**config.mk**
```make
export PLATFORM = sky130hd
export DESIGN_NAME = rcu_clk_sw_seq
export DESIGN_NICKNAME = d
export VERILOG_FILES = /design/src/rtl/rcu_pkg.sv /design/src/rtl/sync.sv /design/src/rtl/rcu_clk_sw_seq.sv
export SDC_FILE = /design/constraint.sdc
export NUM_CORES = 1
export LEC_CHECK = 0
export BUFFER_PORTS_ARGS = -buffer_cell sky130_fd_sc_hd__buf_4
export CORE_MARGIN = 3
export CORE_UTILIZATION = 30
export CTS_CLUSTER_SIZE = 25
export DETAILED_ROUTE_END_ITERATION = 10
export PLACE_DENSITY = 0.52
export SYNTH_ARGS = -nofsm -noshare
export SYNTH_HDL_FRONTEND = slang
export SYNTH_SLANG_ARGS = --single-unit
```
**constraint.sdc**
```tcl
create_clock -name clk_i -period 3.5 [get_ports clk_i]
set_input_delay 0 -clock clk_i [delete_from_list [all_inputs] [get_ports clk_i]]
set_output_delay 0 -clock clk_i [all_outputs]
set_load 0.01 [all_outputs]
```
**src/rtl/rcu_pkg.sv**
```systemverilog
`default_nettype none
// ============================================================================
// Package : rcu_pkg
// Brief   : Shared types and default constants for the reset/clock unit.
// Rev     : 1.0 - initial release
// ============================================================================
package rcu_pkg;

    typedef enum logic [3:0] {
        S_IDLE      = 4'd0,
        S_GATE      = 4'd1,
        S_SW_REF    = 4'd2,
        S_RECFG     = 4'd3,
        S_LOCK_WAIT = 4'd4,
        S_SW_PLL    = 4'd5,
        S_UNGATE    = 4'd6,
        S_DONE      = 4'd7,
        S_FAULT     = 4'd8
    } rcu_sw_state_e;

    localparam int RCU_SW_SETTLE_CYC  = 8;
    localparam int RCU_SW_LOCK_STABLE = 4;

endpackage
`default_nettype wire

```
**src/rtl/sync.sv**
```systemverilog
`default_nettype none
// ============================================================================
// Module : sync
// Brief  : Two-flop synchronizer for a single asynchronous level signal.
// Rev    : 1.0 - initial release
// ============================================================================
module sync (
    input  logic clk,
    input  logic rst,
    input  logic i_d,
    output logic o_q
);

    logic r_meta;
    logic r_sync;

    always_ff @(posedge clk) begin
        if (rst) begin
            r_meta <= 1'b0;
            r_sync <= 1'b0;
        end else begin
            r_meta <= i_d;
            r_sync <= r_meta;
        end
    end

    assign o_q = r_sync;

endmodule
`default_nettype wire

```
**src/rtl/rcu_clk_sw_seq.sv**
```systemverilog
`default_nettype none
// ============================================================================
// Module : rcu_clk_sw_seq
// Brief  : Core clock switch sequencer: gate, fall back to reference, program
//          the PLL, qualify lock with timeout, switch back and ungate.
// Rev    : 1.0 - initial release
// ============================================================================
module rcu_clk_sw_seq
    import rcu_pkg::*;
#(
    parameter int CFG_WIDTH   = 3,
    parameter int TMO_WIDTH   = 16,
    parameter int SETTLE_CYC  = RCU_SW_SETTLE_CYC,
    parameter int LOCK_STABLE = RCU_SW_LOCK_STABLE
) (
    input  logic                 clk_i,
    input  logic                 rst_i,
    input  logic                 req_valid_i,
    output logic                 req_ready_o,
    input  logic                 req_pll_en_i,
    input  logic [CFG_WIDTH-1:0] req_cfg_i,
    input  logic [TMO_WIDTH-1:0] tmo_val_i,
    input  logic                 pll_lock_i,
    output logic                 pll_en_o,
    output logic [CFG_WIDTH-1:0] clk_cfg_o,
    output logic                 sel_pll_o,
    output logic                 clk_gate_en_o,
    output logic                 busy_o,
    output logic                 done_o,
    output logic                 err_o,
    output logic                 cur_pll_o
);

    localparam int                c_SET_W    = (SETTLE_CYC > 1) ? $clog2(SETTLE_CYC) : 1;
    localparam int                c_STB_W    = $clog2(LOCK_STABLE + 1);
    localparam logic [c_SET_W-1:0] c_SET_LAST = c_SET_W'(SETTLE_CYC - 1);
    localparam logic [c_STB_W-1:0] c_STB_LIM  = c_STB_W'(LOCK_STABLE);

    rcu_sw_state_e          r_state,      w_state_nxt;
    logic [c_SET_W-1:0]     r_cnt,        w_cnt_nxt;
    logic [c_STB_W-1:0]     r_stab,       w_stab_nxt;
    logic [TMO_WIDTH-1:0]   r_tmo_cnt,    w_tmo_cnt_nxt;
    logic                   r_req_pll_en, w_req_pll_en_nxt;
    logic [CFG_WIDTH-1:0]   r_req_cfg,    w_req_cfg_nxt;
    logic [TMO_WIDTH-1:0]   r_req_tmo,    w_req_tmo_nxt;
    logic                   r_lost_seq,   w_lost_seq_nxt;
    logic                   r_tmo_seq,    w_tmo_seq_nxt;
    logic                   r_pll_en,     w_pll_en_nxt;
    logic [CFG_WIDTH-1:0]   r_clk_cfg,    w_clk_cfg_nxt;
    logic                   r_sel_pll,    w_sel_pll_nxt;
    logic                   r_gate_en,    w_gate_en_nxt;
    logic                   r_done,       w_done_nxt;
    logic                   r_err,        w_err_nxt;
    logic                   r_cur_pll,    w_cur_pll_nxt;

    logic w_lock_s;
    logic w_lost;

    sync u_lock_sync (
        .clk (clk_i),
        .rst (rst_i),
        .i_d (pll_lock_i),
        .o_q (w_lock_s)
    );

    assign w_lost      = r_cur_pll && !w_lock_s;
    assign req_ready_o = (r_state == S_IDLE) && !w_lost;
    assign busy_o      = (r_state != S_IDLE);

    assign pll_en_o      = r_pll_en;
    assign clk_cfg_o     = r_clk_cfg;
    assign sel_pll_o     = r_sel_pll;
    assign clk_gate_en_o = r_gate_en;
    assign done_o        = r_done;
    assign err_o         = r_err;
    assign cur_pll_o     = r_cur_pll;

    // Output registers are loaded on the transition, so each action is visible
    // in the first cycle of the state that owns it.
    always_comb begin
        w_state_nxt      = r_state;
        w_cnt_nxt        = '0;
        w_stab_nxt       = '0;
        w_tmo_cnt_nxt    = '0;
        w_req_pll_en_nxt = r_req_pll_en;
        w_req_cfg_nxt    = r_req_cfg;
        w_req_tmo_nxt    = r_req_tmo;
        w_lost_seq_nxt   = r_lost_seq;
        w_tmo_seq_nxt    = r_tmo_seq;
        w_pll_en_nxt     = r_pll_en;
        w_clk_cfg_nxt    = r_clk_cfg;
        w_sel_pll_nxt    = r_sel_pll;
        w_gate_en_nxt    = r_gate_en;
        w_done_nxt       = 1'b0;
        w_err_nxt        = 1'b0;
        w_cur_pll_nxt    = r_cur_pll;

        unique case (r_state)
            S_IDLE: begin
                if (w_lost) begin
                    // Lock loss wins over any pending request: forced bypass.
                    w_state_nxt      = S_GATE;
                    w_gate_en_nxt    = 1'b0;
                    w_req_pll_en_nxt = 1'b0;
                    w_lost_seq_nxt   = 1'b1;
                    w_tmo_seq_nxt    = 1'b0;
                end else if (req_valid_i) begin
                    w_state_nxt      = S_GATE;
                    w_gate_en_nxt    = 1'b0;
                    w_req_pll_en_nxt = req_pll_en_i;
                    w_req_cfg_nxt    = req_cfg_i;
                    w_req_tmo_nxt    = tmo_val_i;
                    w_lost_seq_nxt   = 1'b0;
                    w_tmo_seq_nxt    = 1'b0;
                end
            end
            S_GATE: begin
                if (r_cnt == c_SET_LAST) begin
                    w_state_nxt   = S_SW_REF;
                    w_sel_pll_nxt = 1'b0;
                    w_cur_pll_nxt = 1'b0;
                end else begin
                    w_cnt_nxt = r_cnt + 1'b1;
                end
            end
            S_SW_REF: begin
                if (r_cnt == c_SET_LAST) begin
                    w_pll_en_nxt = 1'b0;
                    if (r_req_pll_en) begin
                        w_state_nxt   = S_RECFG;
                        w_clk_cfg_nxt = r_req_cfg;
                    end else begin
                        w_state_nxt = S_UNGATE;
                    end
                end else begin
                    w_cnt_nxt = r_cnt + 1'b1;
                end
            end
            S_RECFG: begin
                w_state_nxt  = S_LOCK_WAIT;
                w_pll_en_nxt = 1'b1;
            end
            S_LOCK_WAIT: begin
                w_tmo_cnt_nxt = r_tmo_cnt + 1'b1;
                w_stab_nxt    = w_lock_s ? (r_stab + 1'b1) : '0;
                if ((r_req_tmo != '0) && (w_tmo_cnt_nxt == r_req_tmo)) begin
                    w_state_nxt   = S_FAULT;
                    w_pll_en_nxt  = 1'b0;
                    w_err_nxt     = 1'b1;
                    w_tmo_seq_nxt = 1'b1;
                    w_stab_nxt    = '0;
                    w_tmo_cnt_nxt = '0;
                end else if (r_stab == c_STB_LIM) begin
                    w_state_nxt   = S_SW_PLL;
                    w_sel_pll_nxt = 1'b1;
                    w_stab_nxt    = '0;
                    w_tmo_cnt_nxt = '0;
                end
            end
            S_SW_PLL: begin
                if (r_cnt == c_SET_LAST) begin
                    w_state_nxt = S_UNGATE;
                end else begin
                    w_cnt_nxt = r_cnt + 1'b1;
                end
            end
            S_UNGATE: begin
                w_state_nxt   = S_DONE;
                w_gate_en_nxt = 1'b1;
                w_cur_pll_nxt = r_sel_pll;
                // A timeout already reported its error in FAULT.
                w_done_nxt    = !r_lost_seq && !r_tmo_seq;
                w_err_nxt     = r_lost_seq;
            end
            S_DONE: begin
                w_state_nxt = S_IDLE;
            end
            S_FAULT: begin
                w_state_nxt = S_UNGATE;
            end
            default: begin
                w_state_nxt = S_IDLE;
            end
        endcase
    end

    always_ff @(posedge clk_i) begin
        if (rst_i) begin
            r_state      <= S_IDLE;
            r_cnt        <= '0;
            r_stab       <= '0;
            r_tmo_cnt    <= '0;
            r_req_pll_en <= 1'b0;
            r_req_cfg    <= '0;
            r_req_tmo    <= '0;
            r_lost_seq   <= 1'b0;
            r_tmo_seq    <= 1'b0;
            r_pll_en     <= 1'b0;
            r_clk_cfg    <= '0;
            r_sel_pll    <= 1'b0;
            r_gate_en    <= 1'b1;
            r_done       <= 1'b0;
            r_err        <= 1'b0;
            r_cur_pll    <= 1'b0;
        end else begin
            r_state      <= w_state_nxt;
            r_cnt        <= w_cnt_nxt;
            r_stab       <= w_stab_nxt;
            r_tmo_cnt    <= w_tmo_cnt_nxt;
            r_req_pll_en <= w_req_pll_en_nxt;
            r_req_cfg    <= w_req_cfg_nxt;
            r_req_tmo    <= w_req_tmo_nxt;
            r_lost_seq   <= w_lost_seq_nxt;
            r_tmo_seq    <= w_tmo_seq_nxt;
            r_pll_en     <= w_pll_en_nxt;
            r_clk_cfg    <= w_clk_cfg_nxt;
            r_sel_pll    <= w_sel_pll_nxt;
            r_gate_en    <= w_gate_en_nxt;
            r_done       <= w_done_nxt;
            r_err        <= w_err_nxt;
            r_cur_pll    <= w_cur_pll_nxt;
        end
    end

endmodule
`default_nettype wire

```
### Word level (Yosys, flattened, before mapping)

Index checks and enable logic that the tools add are counted.

* register bits after elaboration: 59
* input port bits: 24
* word-level logic and storage cells: 101
* output and inout port bits: 11

* multiplexer cells: 26
* eq/ne operators: 18
* reductions and logical operators: 31
* $add $sub $neg: 3
* bitwise operators: 5

Operators by type and width (number)
* 4-bit case mux with 8 select lines: 1
* 4-bit two-way mux: 7
* 16-bit by 1-bit adder with 16-bit output, second input constant: 1
* 16-bit equality test: 1
* 16-bit nonzero test: 1
* 4-bit by 3-bit equality test with 1-bit output, second input constant: 3
* 2-bit inequality test, second input constant: 6
* 3-bit AND reduction: 4
* 1-bit two-way mux: 11
* 1-bit case mux with 2 select lines: 5
* 2-bit nonzero test: 5
* 4-bit by 2-bit equality test with 1-bit output, second input constant: 2
* 3-bit by 1-bit adder with 3-bit output, second input constant: 2
* 3-bit equality test, second input constant: 2
* 3-bit inequality test, second input constant: 2
* 2-bit AND reduction: 3
* 3-bit OR reduction: 2
* 1-bit NOT: 5
* 5-bit AND reduction: 1
* 5-bit OR reduction: 1
* 4-bit by 1-bit equality test with 1-bit output, second input constant: 1
* 4-bit equality test, second input constant: 1
* 1-bit logical AND: 4
* 1-bit logical NOT: 4
* other kinds (8): 8

### Logic depth before layout (Yosys ltp)

* depth after elaboration: 5
* mapped depth: 10
* gate-level depth less buffers: 9

### Modules after synthesis

From an unflattened synthesis, not the netlist that was laid out.

* cells, all modules: 368
* area total of the unflattened synthesis: 3014.1 µm²

Modules (own cells, without submodules)
* rcu_clk_sw_seq: area each 2961.6 µm², cells an instance 364, seq. area each 1141.1 µm², times used 1
* sync: area each 52.6 µm², cells an instance 4, seq. area each 40.0 µm², times used 1

### Worst setup path before layout

No wires, ideal clock.

* path type: reg2reg
* start point: register r_tmo_cnt[5]
* end point: register r_pll_en, in the netlist pll_en_o
* stages on the path, launching flop included: 9
* clock period less this slack: 2.881 ns
* buffers on the path: 1
* setup slack: 0.619 ns
* data arrival time: 2.766 ns
* required time: 3.384 ns
* library setup time: 0.116 ns
* cell sequence: dfxtp_1 xor2_1 mux2_4 o32a_1 or4b_1 or4_1 buf_2 or2_4 a31o_1

* cells in the longest elaborated chain, start to end: 5

RTL lines
* from (decl): line rcu_clk_sw_seq.sv:42 `logic [TMO_WIDTH-1:0] r_tmo_cnt, w_tmo_cnt_nxt;`
* from (signal assigned): line rcu_clk_sw_seq.sv:209 `r_tmo_cnt <= w_tmo_cnt_nxt;`
* 16-bit by 1-bit adder with 16-bit output: line rcu_clk_sw_seq.sv:144 `w_tmo_cnt_nxt = r_tmo_cnt + 1'b1;`
* 16-bit equality test: line rcu_clk_sw_seq.sv:146 `if ((r_req_tmo != '0) && (w_tmo_cnt_nxt == r_req_tmo)) begin`
* 1-bit logical AND: line rcu_clk_sw_seq.sv:146
* 2-bit inequality test (no line)
* 3-bit AND reduction (no line)
* to (signal assigned): line rcu_clk_sw_seq.sv:215 `r_pll_en <= w_pll_en_nxt;`
* to (decl): line rcu_clk_sw_seq.sv:48 `logic r_pll_en, w_pll_en_nxt;`

Every way passes these cells.
A chain may end at the register's enable or synchronous reset.

### Worst setup path in the final report

* start point: register r_tmo_cnt[0]
* end point: register r_pll_en, in the netlist pll_en_o

Same word-level chain as after synthesis.

==> summary.txt <==
Yosys
  – Top_reg_cell synth: dfxtp_1
  – Syn_area_per_cell: 8.45 um2
  – Cell Area, Synth: 0.00286 mm2
  – Synth warn: 0
  – Async set-reset flop share out of synthesis: 0%
  – Library cells used by synthesis: 48
  – Post-Synthesis Cells: 338
  – Sequential fraction of the synthesis area: 41.3%
  – Net Count, Synth: 368
  – Number of flops mapped to enable cells by yosys: 0
  – Number of synthesized register bits: just under 60

Timing
  – Worst slew pin tran: 0.856 ns
  – Final worst path period share: 89.3%
  – Final hold viol count: 0
  – Unrepaired setup endpoints after global routing: no
  – Final Critical Period: 3.13 ns
  – Final setup violation count: 0
  – Final TNS setup: 0 ns
  – Max-slew violations: 0
  – Worst slew margin: 42.9%
  – Final setup margin: between 0.3 and 0.4 ns
  – Worst Skew: between 0.006 and 0.007 ns
  – F_max: between 300 and 400 MHz
  – Worst hold margin: 0.0847 ns

Pwr
  – Overall power: between 0.002 and 0.0025 W
  – Int Pwr: 0.00139 W
  – Seq pwr share: 40.8%
  – NetSw: 0.000742 W
  – Switching Fraction: 34.8%
  – Worst vdd ir: roughly 270 uV
  – PD cells: 591 mW/mm2
  – Pleak: approximately 1.4 nW
  – Comb power frac: 30.5%
  – Clock share of power: between 20 and 30%

Worst setup path
  – Critical Path Slowest Stage Cell: or4_1
  – Startpoint type of the worst setup path: flop
  – CP endpoint kind: flop
  – Crit path max fanout: 6
  – Critical path required time: 3.73 ns
  – Critical setup path kind: reg2reg
  – Crit path DAT: 3.36 ns
  – Crit path largest cell delay: 0.64 ns
  – CP cell instances: ha_1 > nand3_1 > nor3_1 > mux2i_1 > or4b_1 > or4_1 > or2_4 > a31o_1

Place
  – Dpl ws: between 0.4 and 0.5 ns
  – PortBufs: 34
  – Placed cell count: slightly below 500
  – Dpl hpwl: 4910 um
  – RD Place Congestion: 0.826

Worst hold path
  – HP Class: in2reg

GRT
  – Initial antenna violation count: 0
  – Vias in the first global route: 2,418
  – Total gr overflow: 0
  – Largest net degree at the start of global routing: 41
  – First-pass GRT wire length: 12,200 um
  – GRT Total Usage: between 10% and 20%

Drt
  – Drt wl/cell: 13.6 um
  – Number of routed nets with antenna violations: 0
  – DRT iter0 DRCs: 88
  – Pre-antenna DRT Iters: 5
  – Routed WL: 7080 um
  – DRC: 0
  – Via count: 2,469
  – Drt via density: 4.74

Cells and area
  – Filler cells: 950
  – Final nets: 420
  – Area Growth Syn to Fin: 26.4%
  – Diode count: 0
  – Ratio of cells with drive above 1 in the final layout: 14.2%
  – Post-Layout Cell Count: about 520

Die
  – Row count: 34
  – IO Pins: 35
  – Die X: 104 um
  – DIE AREA: 0.0107 mm2
  – Initial core utilization: 31.8%
  – DIE HEIGHT: between 100 and 150 um
  – Core area: approximately 0.0090 mm2

Clock network
  – Clk slew on worst S/H paths: around 0.070 ns
  – Hold Buf Count CTS: 22
  – TritonCTS clock tree: built
  – Sink Count: 59
  – Root Buffer: clkbuf_8
  – Postcts setup bufs: 0
  – Max Root-Sink Buffers: 2
  – Clk_lat worst skew: between 0.3 and 0.4 ns
  – CTS buffer count: 9
  – Max H-tree Level: 3
  – Resized cells post-CTS: 0

Outcome
  – Status: complete, no violations

Job
  – Max Cap Viol: 0
[final timing paths]
check	startpoint	endpoint	cells past startpoint	slack, ns
worst max register to register	r_tmo_cnt[0]	pll_en_o	8	0.37
worst min register to register	r_cnt[0]	r_cnt[0]	1	0.44
worst min-delay path	rst_i	r_req_pll_en	2	0.08
worst max-delay path	r_tmo_cnt[0]	pll_en_o	8	0.37
[state kept, by name, indices dropped and copies added, names as in the netlist]
| register | cells |
|---|---|
| r_stab | 3 |
| cur_pll_o | 1 |
| r_cnt | 3 |
| r_req_pll_en | 1 |
| r_state | 4 |
| r_tmo_cnt | 16 |
| err_o | 1 |
| r_lost_seq | 1 |
| done_o | 1 |
| r_req_cfg | 3 |
| sel_pll_o | 1 |
| r_req_tmo | 16 |
| clk_gate_en_o | 1 |
| u_lock_sync.o_q | 1 |
| u_lock_sync.r_meta | 1 |
| clk_cfg_o | 3 |
| pll_en_o | 1 |
| r_tmo_seq | 1 |
[cells by family (layout without fill, tap and decap cells)]
logic type | count (synthesis) | in the layout | share of synthesized area, %
xor+xnor | 29 | 29 | 10.8
mux | 5 | 5 | 1.93
fa+ha+maj | 6 | 6 | 2.63
buf+inv | 23 | 80 | 3.72
compound gates | 57 | 57 | 12.7
flops | 59 | 59 | 41.3
simple gates | 159 | 159 | 26.9
[power by group through the flow]
stage                     Sequential (W)  Clock [W]  Combinational (W)
after floorplan                 0.000830          0           0.000490
after global placement          0.000884          0           0.000633
after detailed placement        0.000885          0           0.000634
after CTS                       0.000872   0.000636           0.000657
after global routing            0.000889   0.000664           0.000740
final                           0.000871   0.000612           0.000651
[area by class of cell]
class                           instances  area (um2)  area share (%)
Inverter                                7        26.3           0.727
Clock inverter                          5        52.6            1.45
Clock buffer                           11         141            3.91
Tap cell                              126         158            4.36
Timing Repair Buffer                   57         483            13.4
Multi-Input combinational cell        256        1570            43.5
Sequential cell                        59        1180            32.7
[metal layers]
metal  wire [um]  GRT usage [%]  vias up
met3         281           3.11        9
met1        3610           19.4     1141
met5           0              0        -
li1            -              -     1264
met4          97           4.84        0
met2        3090           21.3       55
[cells in the final DEF (no fill, tap or decap), types with 2 or more instances in the layout]
cell type,count
inv_1,7
nor4_1,9
xnor3_1,4
nor3b_1,3
dlygate4sd3_1,22
nand3_1,9
nand4_1,4
or2_2,2
clkinv_2,3
a211oi_1,4
nor3_1,7
mux2i_1,4
nand2b_1,4
buf_4,35
a22oi_1,2
ha_1,6
dfxtp_1,59
and2_1,4
nor2b_1,8
xnor2_1,19
o31ai_1,2
xor2_1,6
clkbuf_8,10
or4_1,2
nand3b_1,2
o21ai_0,7
a21oi_1,29
and3_1,5
nor2_1,38
nand2_1,57
o32a_1,2
[cell usage after synthesis (2+ instances only)]
master | n | share of area [%]
or2_2 | 2 | 0.44
buf_4 | 3 | 0.79
nor2_1 | 38 | 5.0
o31ai_1 | 2 | 0.53
nor4_1 | 9 | 2.0
o32a_1 | 2 | 0.70
xnor3_1 | 4 | 3.2
mux2i_1 | 4 | 1.4
inv_1 | 7 | 0.92
nand2b_1 | 4 | 0.88
or4_1 | 2 | 0.53
nor3b_1 | 3 | 0.79
nand4_1 | 4 | 0.88
and3_1 | 5 | 1.1
a21oi_1 | 29 | 5.1
and2_1 | 4 | 0.88
nand3b_1 | 2 | 0.53
clkbuf_1 | 11 | 1.4
ha_1 | 6 | 2.6
nand3_1 | 9 | 1.6
xor2_1 | 6 | 1.8
nor3_1 | 7 | 1.2
a211oi_1 | 4 | 1.1
nor2b_1 | 8 | 1.8
dfxtp_1 | 59 | 41
xnor2_1 | 19 | 5.8
nand2_1 | 57 | 7.5
o21ai_0 | 7 | 1.2
a22oi_1 | 2 | 0.53
[stage by stage]
stage	area, um2	utilization (%)
finish	3610	40.2
global route	3610	40.2
CTS	3610	40.2
detailed placement	3200	35.6
global placement	3200	35.6
floorplan	2860	-
[critical path: cells and delay by family (launching register included)]
kind	cells	cell delay, ns
flops	1	0.48
compound gates	1	0.21
fa+ha+maj	1	0.32
mux	1	0.14
simple gates	5	1.88
(Power assumes the default switching activity.)
